--- config.mk ---
export PLATFORM = sky130hd
export DESIGN_NAME = brick_field_sequencer
export DESIGN_NICKNAME = d
export VERILOG_FILES = /design/src/rtl/brick_pkg.sv /design/src/rtl/brick_field_mem.sv /design/src/rtl/brick_field_sequencer.sv
export SDC_FILE = /design/constraint.sdc
export NUM_CORES = 1
export LEC_CHECK = 0
export CELL_PAD_IN_SITES_DETAIL_PLACEMENT = 0
export CELL_PAD_IN_SITES_GLOBAL_PLACEMENT = 1
export CORE_MARGIN = 5
export CORE_UTILIZATION = 42
export DETAILED_ROUTE_END_ITERATION = 6
export PLACE_DENSITY_LB_ADDON = 0.1
export SETUP_SLACK_MARGIN = 0.2
export SLEW_MARGIN = 20
export SYNTH_ARGS = -nofsm -noshare
export SYNTH_HDL_FRONTEND = slang
export SYNTH_SLANG_ARGS = --single-unit
--- constraint.sdc ---
create_clock -name clk -period 3.5 [get_ports clk]
set_input_delay 0.7 -clock clk [delete_from_list [all_inputs] [get_ports clk]]
set_output_delay 0.7 -clock clk [all_outputs]
set_load 0.005 [all_outputs]
--- src/rtl/brick_pkg.sv ---
// Shared types and helpers for the brick field sequencer and its health store.
// Optional draw watchdog is enabled by BRICK_SEQ_DRAW_TIMEOUT_EN.
package brick_pkg;

    localparam int COORD_W = 10;
    localparam int ROW_W   = 3;
    localparam int COL_W   = 4;
    localparam int LEFT_W  = 6;

    localparam logic [1:0] S_IDLE = 2'd0;
    localparam logic [1:0] S_SCAN = 2'd1;
    localparam logic [1:0] S_GO   = 2'd2;
    localparam logic [1:0] S_WAIT = 2'd3;

    typedef logic [1:0]         health_t;
    typedef logic [COORD_W-1:0] coord_t;

    typedef enum logic [1:0] {
        ST_IDLE = S_IDLE,
        ST_SCAN = S_SCAN,
        ST_GO   = S_GO,
        ST_WAIT = S_WAIT
    } state_t;

    // Pixel position of the n-th brick along one axis, truncated to the coordinate width.
    function automatic coord_t coord_of(input int base, input int n, input int pitch);
        return coord_t'(base + n * pitch);
    endfunction

endpackage

--- src/rtl/brick_field_mem.sv ---
// Per-brick health and dirty bits, hit acceptance and the live-brick counter.
// Init has priority over hits and over the sequencer's dirty updates.
module brick_field_mem
    import brick_pkg::*;
#(
    parameter int  ROWS        = 4,
    parameter int  COLS        = 8,
    parameter int  INIT_HEALTH = 3,
    localparam int NB          = ROWS * COLS,
    localparam int IDX_W       = $clog2(NB)
) (
    input  logic              clk,
    input  logic              resetn,
    input  logic              init,
    input  logic              hit_valid,
    input  logic [ROW_W-1:0]  hit_row,
    input  logic [COL_W-1:0]  hit_col,
    output logic              hit_accepted,
    input  logic [IDX_W-1:0]  rd_idx,
    output health_t           rd_health,
    output logic              rd_dirty,
    input  logic              clr_en,
    input  logic              set_en,
    output logic              dirty_any,
    output logic [LEFT_W-1:0] bricks_left
);

    health_t          health [NB];
    logic [NB-1:0]    dirty;
    logic [IDX_W-1:0] hit_idx;
    logic             in_range;
    health_t          health_hit;
    logic             accept;

    always_comb begin
        in_range   = (int'(hit_row) < ROWS) && (int'(hit_col) < COLS);
        hit_idx    = IDX_W'(int'(hit_row) * COLS + int'(hit_col));
        health_hit = in_range ? health[hit_idx] : '0;
        accept     = hit_valid && !init && in_range && (health_hit != '0);
    end

    assign rd_health = health[rd_idx];
    assign rd_dirty  = dirty[rd_idx];
    assign dirty_any = |dirty;

    always_ff @(posedge clk) begin
        if (!resetn) begin
            for (int i = 0; i < NB; i++) health[i] <= '0;
            dirty        <= '0;
            bricks_left  <= '0;
            hit_accepted <= 1'b0;
        end else if (init) begin
            for (int i = 0; i < NB; i++) health[i] <= health_t'(INIT_HEALTH);
            dirty        <= '1;
            bricks_left  <= LEFT_W'(NB);
            hit_accepted <= 1'b0;
        end else begin
            hit_accepted <= accept;
            if (clr_en) dirty[rd_idx] <= 1'b0;
            if (set_en) dirty[rd_idx] <= 1'b1;
            // A hit's dirty set lands last so a same-cycle scan clear cannot lose the redraw.
            if (accept) begin
                health[hit_idx] <= health_hit - 2'd1;
                dirty[hit_idx]  <= 1'b1;
                if (health_hit == 2'd1) bricks_left <= bricks_left - 6'd1;
            end
        end
    end

endmodule

--- src/rtl/brick_field_sequencer.sv ---
// Scans dirty bricks and hands them one at a time to the rectangle drawer.
// Define BRICK_SEQ_DRAW_TIMEOUT_EN to add the draw watchdog and sticky draw_error.
//
// state | meaning
// IDLE  | nothing dirty, waiting for hits or init
// SCAN  | test one brick per cycle at scan_idx
// GO    | draw_go high for one cycle
// WAIT  | hold brick outputs until draw_done
module brick_field_sequencer
    import brick_pkg::*;
#(
    parameter int ROWS        = 4,
    parameter int COLS        = 8,
    parameter int BRICK_W     = 40,
    parameter int BRICK_H     = 16,
    parameter int GAP         = 0,
    parameter int X0          = 0,
    parameter int Y0          = 32,
    parameter int INIT_HEALTH = 3,
    parameter int TIMEOUT     = 1023
) (
    input  logic              clk,
    input  logic              resetn,
    input  logic              init,
    input  logic              hit_valid,
    input  logic [ROW_W-1:0]  hit_row,
    input  logic [COL_W-1:0]  hit_col,
    output logic              hit_accepted,
    input  logic              draw_done,
    output logic              draw_go,
    output health_t           brick_health,
    output coord_t            brick_x,
    output coord_t            brick_y,
    output coord_t            brick_width,
    output coord_t            brick_height,
    output logic [LEFT_W-1:0] bricks_left,
    output logic              field_clear,
    output logic              busy,
    output logic              draw_error
);

    localparam int NB    = ROWS * COLS;
    localparam int IDX_W = $clog2(NB);

    state_t           state;
    logic [IDX_W-1:0] scan_idx;
    logic [IDX_W-1:0] next_idx;
    health_t          rd_health;
    logic             rd_dirty;
    logic             dirty_any;
    logic             clr_en;
    logic             set_en;

    brick_field_mem #(
        .ROWS        (ROWS),
        .COLS        (COLS),
        .INIT_HEALTH (INIT_HEALTH)
    ) u_mem (
        .clk          (clk),
        .resetn       (resetn),
        .init         (init),
        .hit_valid    (hit_valid),
        .hit_row      (hit_row),
        .hit_col      (hit_col),
        .hit_accepted (hit_accepted),
        .rd_idx       (scan_idx),
        .rd_health    (rd_health),
        .rd_dirty     (rd_dirty),
        .clr_en       (clr_en),
        .set_en       (set_en),
        .dirty_any    (dirty_any),
        .bricks_left  (bricks_left)
    );

    assign next_idx     = (scan_idx == IDX_W'(NB - 1)) ? '0 : scan_idx + 1'b1;
    assign clr_en       = (state == ST_SCAN) && rd_dirty;
    assign busy         = (state != ST_IDLE) || dirty_any;
    assign field_clear  = (bricks_left == '0);
    assign brick_width  = coord_t'(BRICK_W);
    assign brick_height = coord_t'(BRICK_H);

`ifdef BRICK_SEQ_DRAW_TIMEOUT_EN
    localparam int WD_W = $clog2(TIMEOUT + 1);
    logic [WD_W-1:0] wd_cnt;
    logic            timeout;

    assign timeout = (state == ST_WAIT) && !draw_done && (wd_cnt == '0);
    assign set_en  = timeout;
`else
    assign set_en     = 1'b0;
    assign draw_error = 1'b0;
`endif

    always_ff @(posedge clk) begin
        if (!resetn) begin
            state        <= ST_IDLE;
            scan_idx     <= '0;
            draw_go      <= 1'b0;
            brick_health <= '0;
            brick_x      <= '0;
            brick_y      <= '0;
`ifdef BRICK_SEQ_DRAW_TIMEOUT_EN
            wd_cnt       <= '0;
            draw_error   <= 1'b0;
`endif
        end else if (init) begin
            state    <= ST_SCAN;
            scan_idx <= '0;
            draw_go  <= 1'b0;
        end else begin
            draw_go <= 1'b0;
            case (state)
                ST_IDLE: begin
                    if (dirty_any) state <= ST_SCAN;
                end
                ST_SCAN: begin
                    if (rd_dirty) begin
                        brick_health <= rd_health;
                        brick_x      <= coord_of(X0, int'(scan_idx) % COLS, BRICK_W + GAP);
                        brick_y      <= coord_of(Y0, int'(scan_idx) / COLS, BRICK_H + GAP);
                        draw_go      <= 1'b1;
                        state        <= ST_GO;
                    end else if (!dirty_any) begin
                        state <= ST_IDLE;
                    end else begin
                        scan_idx <= next_idx;
                    end
                end
                ST_GO: begin
                    state <= ST_WAIT;
`ifdef BRICK_SEQ_DRAW_TIMEOUT_EN
                    wd_cnt <= WD_W'(TIMEOUT - 1);
`endif
                end
                ST_WAIT: begin
                    if (draw_done) begin
                        scan_idx <= next_idx;
                        state    <= ST_SCAN;
                    end
`ifdef BRICK_SEQ_DRAW_TIMEOUT_EN
                    // Watchdog expiry retries the same brick; its dirty bit is re-set in the store.
                    else if (timeout) begin
                        draw_error <= 1'b1;
                        state      <= ST_SCAN;
                    end else begin
                        wd_cnt <= wd_cnt - 1'b1;
                    end
`endif
                end
                default: state <= ST_IDLE;
            endcase
        end
    end

endmodule
After elaboration in Yosys (flattened, before gate mapping)
Memories as Yosys holds them, arrays and structs flattened. A register that Yosys moved wholly into a read port is not among the register bits.
Cells that the tools add are included.
W data, S select, Z words.
{ "totals": {"register_bits": 64, "n_memories": 1, "ramBits": 64, "output_inout_bits": 53, "inputBits": 12, "word_cells": 171} }
{ "mem_list": {"columns": ["name", "depth", "width", "rd", "rd_clocked_by_memory_dff", "write_ports", "line", "source"], "rows": [
  ["u_mem.health", 32, 2, 2, 1, 32, "brick_field_mem.sv:28", "health_t health [NB];"]
]} }
{ "op_classes": {"magnitude_cmp": 6, "n_eq_ne": 13, "reduce_logical": 27, "muxes": 70, "mul": 1, "bitwise": 38, "n_addsub": 5} }
{ "op_table": {"columns": ["cell", "count"], "rows": [
  ["$mux W32", 5],
  ["$mux W2", 38],
  ["$and A32 B32 Y32", 1],
  ["$not A32 Y32", 1],
  ["$or A1 B1 Y1", 32],
  ["$or A32 B32 Y32", 1],
  ["$reduce_or A32 Y1", 1],
  ["$mux W5", 5],
  ["$mux W6", 3],
  ["$mux W1", 14],
  ["$lt A5 B6 Y1 const B", 2],
  ["$demux W1 S5", 2],
  ["$ge A5 B1 Y1 const B", 2],
  ["$pmux W5 S2", 1],
  ["$reduce_bool A2 Y1", 5],
  ["$ne A3 B3 Y1 const B", 3],
  ["$reduce_and A3 Y1", 3],
  ["$ne A2 B2 Y1 const B", 4],
  ["$pmux W2 S4", 1],
  ["$add A6 B6 Y7 const A", 1],
  ["$logic_and A1 B1 Y1", 7],
  ["$logic_not A6 Y1", 1],
  ["$mul A3 B3 Y6 const B", 1],
  ["$sub A6 B1 Y6 const B", 1],
  ["18 further kinds", 25]
]} }

Longest topological paths before layout
{ "depth": {"word_depth": 12, "depth_mapped": 16, "mapped_depth_nobuf": 13} }

By module
Synthesis repeated with hierarchy kept, for this count alone.
{ "unflattened": {"hier_cells": 729, "hier_area_um2": 7292.0} }
{ "by_module_without_submodules": {"columns": ["mod", "cells_each", "area_per_inst_um2", "instances", "seq_area_each_um2"], "rows": [
  ["brick_field_mem", 590, 6112.1, 1, 2702.6],
  ["brick_field_sequencer", 139, 1179.9, 1, 380.4]
]} }

Worst setup path before layout
No wires, ideal clock.
{ "synth_path": {"path_kind": "input-to-reg", "from": "in hit_row[0]", "to": "mem u_mem.health[26][0] (netlist name), data pin", "slack_ps": -259, "path_buffers": 2, "required_time_ps": 3246, "t_arrival_ps": 3504, "stages": 12, "setup_ps": 254, "cell_sequence": "ha_1 > clkbuf_1 > nor3_1 > a22o_1 > o41ai_4 > buf_2 > ha_1 > nor2_1 > nand3_1 > nor3b_1 > nand2_1 > o21a_1"} }
{ "synth_rtl": {"columns": ["element", "line", "source"], "rows": [
  ["start, declared", "brick_field_sequencer.sv:26", "input logic [ROW_W-1:0] hit_row,"],
  ["end, declared", "brick_field_mem.sv:28", null]
]} }

==> results.yml <==
floorplanning:
  die_area_mm2: 0.0195
  core.rowCount: 47
  initial_core_util_pct: 42.7
  die_h_um: 140
  core_area_mm2: 0.0166
  ios: 65
  die_w_um: 140
clocking:
  clk_latency_ps: 430
  cts.sinks: 122
  cts_root_buf: "clkbuf_16"
  clockBufferDepth: 2
  cts-htree-levels: 4
  cts_tree: "done"
  clk_pin_slew_ps: 50
  cts_buffers: 17
synthesis:
  synth_enable_flop_cells: 64
  yosys.area_share.adder_pct: 3.18
  synth-simple-area-share_pct: 15.0
  syn_area_per_cell_um2: 10.5
  postSynth.asyncResetShare_pct: 0
  netlist_instances: 676
  ys_ff_latch: 122
  synthesis.area_mm2: 0.00708
  yosysSeqAreaShare_pct: 43.6
  yosysUniqueCellTypes: 57
  dominantRegCellSynth: "edfxtp_1"
  synth_xor_area_share_pct: 0.866
  synthMuxAreaShare_pct: 14.7
  synth-compound-area-share_pct: 15.3
  synth_warnings: 0
  synth_top_family_by_area: "compound AO/OA/AOI/OAI gates"
power:
  power.density_mw_per_mm2: 443
  finalPower_w: 0.00405
  p_leak_nw: 3.46
  ir_drop_mv: 0.341
detailed_routing:
  antenna_left: 0
  vias_per_cell: 5.97
  wl_per_cell_um: 22.5
  dr.pass1.iters: 5
  first_iter_violations: 551
  vias: 6088
  drc_errors: 0
  routed_wl_mm: 22.9
critical_path:
  crit_arrival_ps: 3360
  crit_type: "in -> reg"
  critPathLaunchType: "input port"
  r2r_cells: 6
  r2r_end: "scan_idx[2]$_SDFFE_PP0P_"
  cp.required_ps: 3650
  cp_max_fo: 18
  end_kind: "flop"
  r2r-start: "scan_idx[0]$_SDFFE_PP0P_"
  r2r_setup_slack_ps: 500
placed_design:
  place_ws_ps: -463
  gp_congestion: 0.887
  io_buffers: 32
  dp_hpwl_mm: 16.2
layout:
  seqCellArea_mm2: 0.00308
  nets: 816
  fill_cells: 1432
  num_antenna_cells: 0
  finish.utilization_pct: 55.2
  area_delta_synth_final_pct: 29.3
  mostFrequentLayoutCells: "buf_4 (99), nand2_1 (79), edfxtp_1 (64)"
  drive_gt1_share_pct: 28.5
  layout_commonest_cell: "buf_4"
  multi_input_area_mm2: 0.00383
sta:
  min_period_ps: 3210
  setup_ws_ps: 294
  worst_pin_slew_ps: 980
  fin_tns_setup_ps: 0
  fmax_mhz: 312
  skew_ps: 7.81
  post-route-period-util_pct: 91.6
  hold_viol: 0
  maxSlewViolCount: 0
  finalSetupViolCount: 0
  relSlewSlack_pct: 34.4
  rsz0062_at_grt: "yes"
flow_run:
  drv_cap: 0
global_routing:
  grt_start_max_net_pins: 80
  antenna_found_initial: 1
  grt_use_met2_pct: 35.7
  track_usage_pct: 23.2
  first_global_vias: 6070
  gr-total-overflow: 0
  grt_use_met3_pct: 4.70
  busiest_layer: "met2"
  grt_first_pass_wirelength_mm: 34.8
  use_met1_pct: 30.8
hold_path:
  worstHoldStart: "brick_x[4]$_SDFFE_PN0P_"
  whs_path_depth: 2
  holdPathEnd: "brick_x[4]$_SDFFE_PN0P_"
  hp-class: "reg -> reg"
outcome:
  outcome: "completed"
how the worst max path moves through the flow:
| stage | startpoint | end | slack (ps) | depth (start not counted) |
|---|---|---|---|---|
| floorplan | hit_row[0] | u_mem.dirty[25]$_SDFF_PN0_ | 180 | 15 |
| global placement | hit_col[0] | u_mem.health[8][1]$_DFFE_PP_ | -420 | 11 |
| detailed placement | hit_col[0] | u_mem.health[0][1]$_DFFE_PP_ | -460 | 11 |
| CTS | hit_col[1] | u_mem.health[5][1]$_DFFE_PP_ | 210 | 13 |
| global route | hit_col[0] | u_mem.health[5][1]$_DFFE_PP_ | 190 | 13 |
| finish | hit_col[0] | u_mem.health[5][1]$_DFFE_PP_ | 290 | 13 |
cells in the mapped netlist, types with 2 or more instances:
| library cell | n | area (µm²) |
|---|---|---|
| nor3b_1 | 5 | 37.5 |
| inv_1 | 9 | 33.8 |
| mux4_2 | 39 | 878 |
| nand4_1 | 13 | 81.3 |
| buf_6 | 2 | 22.5 |
| buf_2 | 7 | 35.0 |
| buf_4 | 35 | 263 |
| clkbuf_1 | 39 | 146 |
| nor2_1 | 49 | 184 |
| ha_1 | 18 | 225 |
| nor4_1 | 9 | 56.3 |
| nand2_1 | 86 | 323 |
| nor3_1 | 6 | 30.0 |
| nand3_1 | 10 | 50.1 |
| a22oi_1 | 12 | 90.1 |
| o21ai_0 | 18 | 90.1 |
| nand2b_1 | 4 | 25.0 |
| xor2_1 | 2 | 17.5 |
| mux4_1 | 2 | 52.6 |
| a21oi_1 | 5 | 25.0 |
| nand3b_1 | 3 | 22.5 |
| or3_1 | 4 | 25.0 |
| and2_1 | 7 | 43.8 |
| xnor2_1 | 5 | 43.8 |
| o31ai_1 | 24 | 180 |
| o21ai_1 | 24 | 120 |
| a22o_1 | 4 | 35.0 |
| a21boi_1 | 3 | 22.5 |
| or2_2 | 2 | 12.5 |
| dfxtp_1 | 58 | 1160 |
| a31oi_1 | 29 | 181 |
| mux2i_1 | 10 | 100 |
| buf_1 | 2 | 7.51 |
| edfxtp_1 | 64 | 1920 |
| and3_1 | 7 | 43.8 |
| conb_1 | 2 | 7.51 |
| nor2b_1 | 11 | 68.8 |
| o21a_1 | 27 | 203 |
| and3b_1 | 2 | 17.5 |
state kept, by name, indices dropped and copies added, names as in the netlist:
signal,flops
u_mem.hit_accepted,1
u_mem.bricks_left,6
brick_y,3
u_mem.health,64
draw_go,1
brick_x,6
state,2
brick_health,2
scan_idx,5
u_mem.dirty,32
worst max-delay path, stage by stage:
cell      delay (ps)
clkbuf_2         140
buf_12           150
buf_4            140
mux4_2           500
a22o_1           260
o41ai_4          450
buf_4            180
buf_6             90
inv_2             30
ha_1             310
nand2_1          120
buf_12           170
o21ai_0          100
power by group:
group / internal (W) / leakage [nW] / switching, W
Combinational: 0.000295 / 2.02 / 0.000308
Clock: 0.00111 / 0.297 / 0.000644
Sequential: 0.00162 / 1.15 / 0.0000832
Total: 0.00302 / 3.46 / 0.00104
metrics by stage:
step / instances / hold WS (ps) / area, µm²
floorplan: 706 / 470 / 7410
global placement: 967 / 480 / 8260
detailed placement: 967 / 504 / 8260
CTS: 1008 / 517 / 9000
global route: 1019 / 555 / 9150
finish: 1019 / 511 / 9150
cell families after synthesis:
kind of cell	after synthesis
adder cells (fa/ha/maj)	18
XOR/XNOR	7
multiplexers	52
buffers and inverters	95
AND/OR/NAND/NOR	223
other	2
flip-flops	122
AO/OA/AOI/OAI	157
layout make-up:
| class | count | share of cell area (%) |
|---|---|---|
| Multi-Input combinational cell | 489 | 41.9 |
| Clock buffer | 27 | 6.21 |
| Clock inverter | 5 | 0.273 |
| Tap cell | 220 | 3.01 |
| Inverter | 10 | 0.410 |
| Sequential cell | 122 | 33.7 |
| Timing Repair Buffer | 146 | 14.5 |
repair_timing:
action	CTS	global route
pin swaps	6	12
setup endpoints to repair	162	131
gates resized for setup	13	13
buffers inserted	8	10
gates cloned	1	1
hold buffers	0	0
per-layer routing:
layer	share of wire (%)	vias to the layer above	routed length [µm]
li1	-	2716	-
met1	42	3034	9670
met2	47	268	10700
met3	6.7	68	1530
met4	4.4	2	1010
met5	0.083	-	19
No activity file was read; power rests on OpenSTA's default activity.
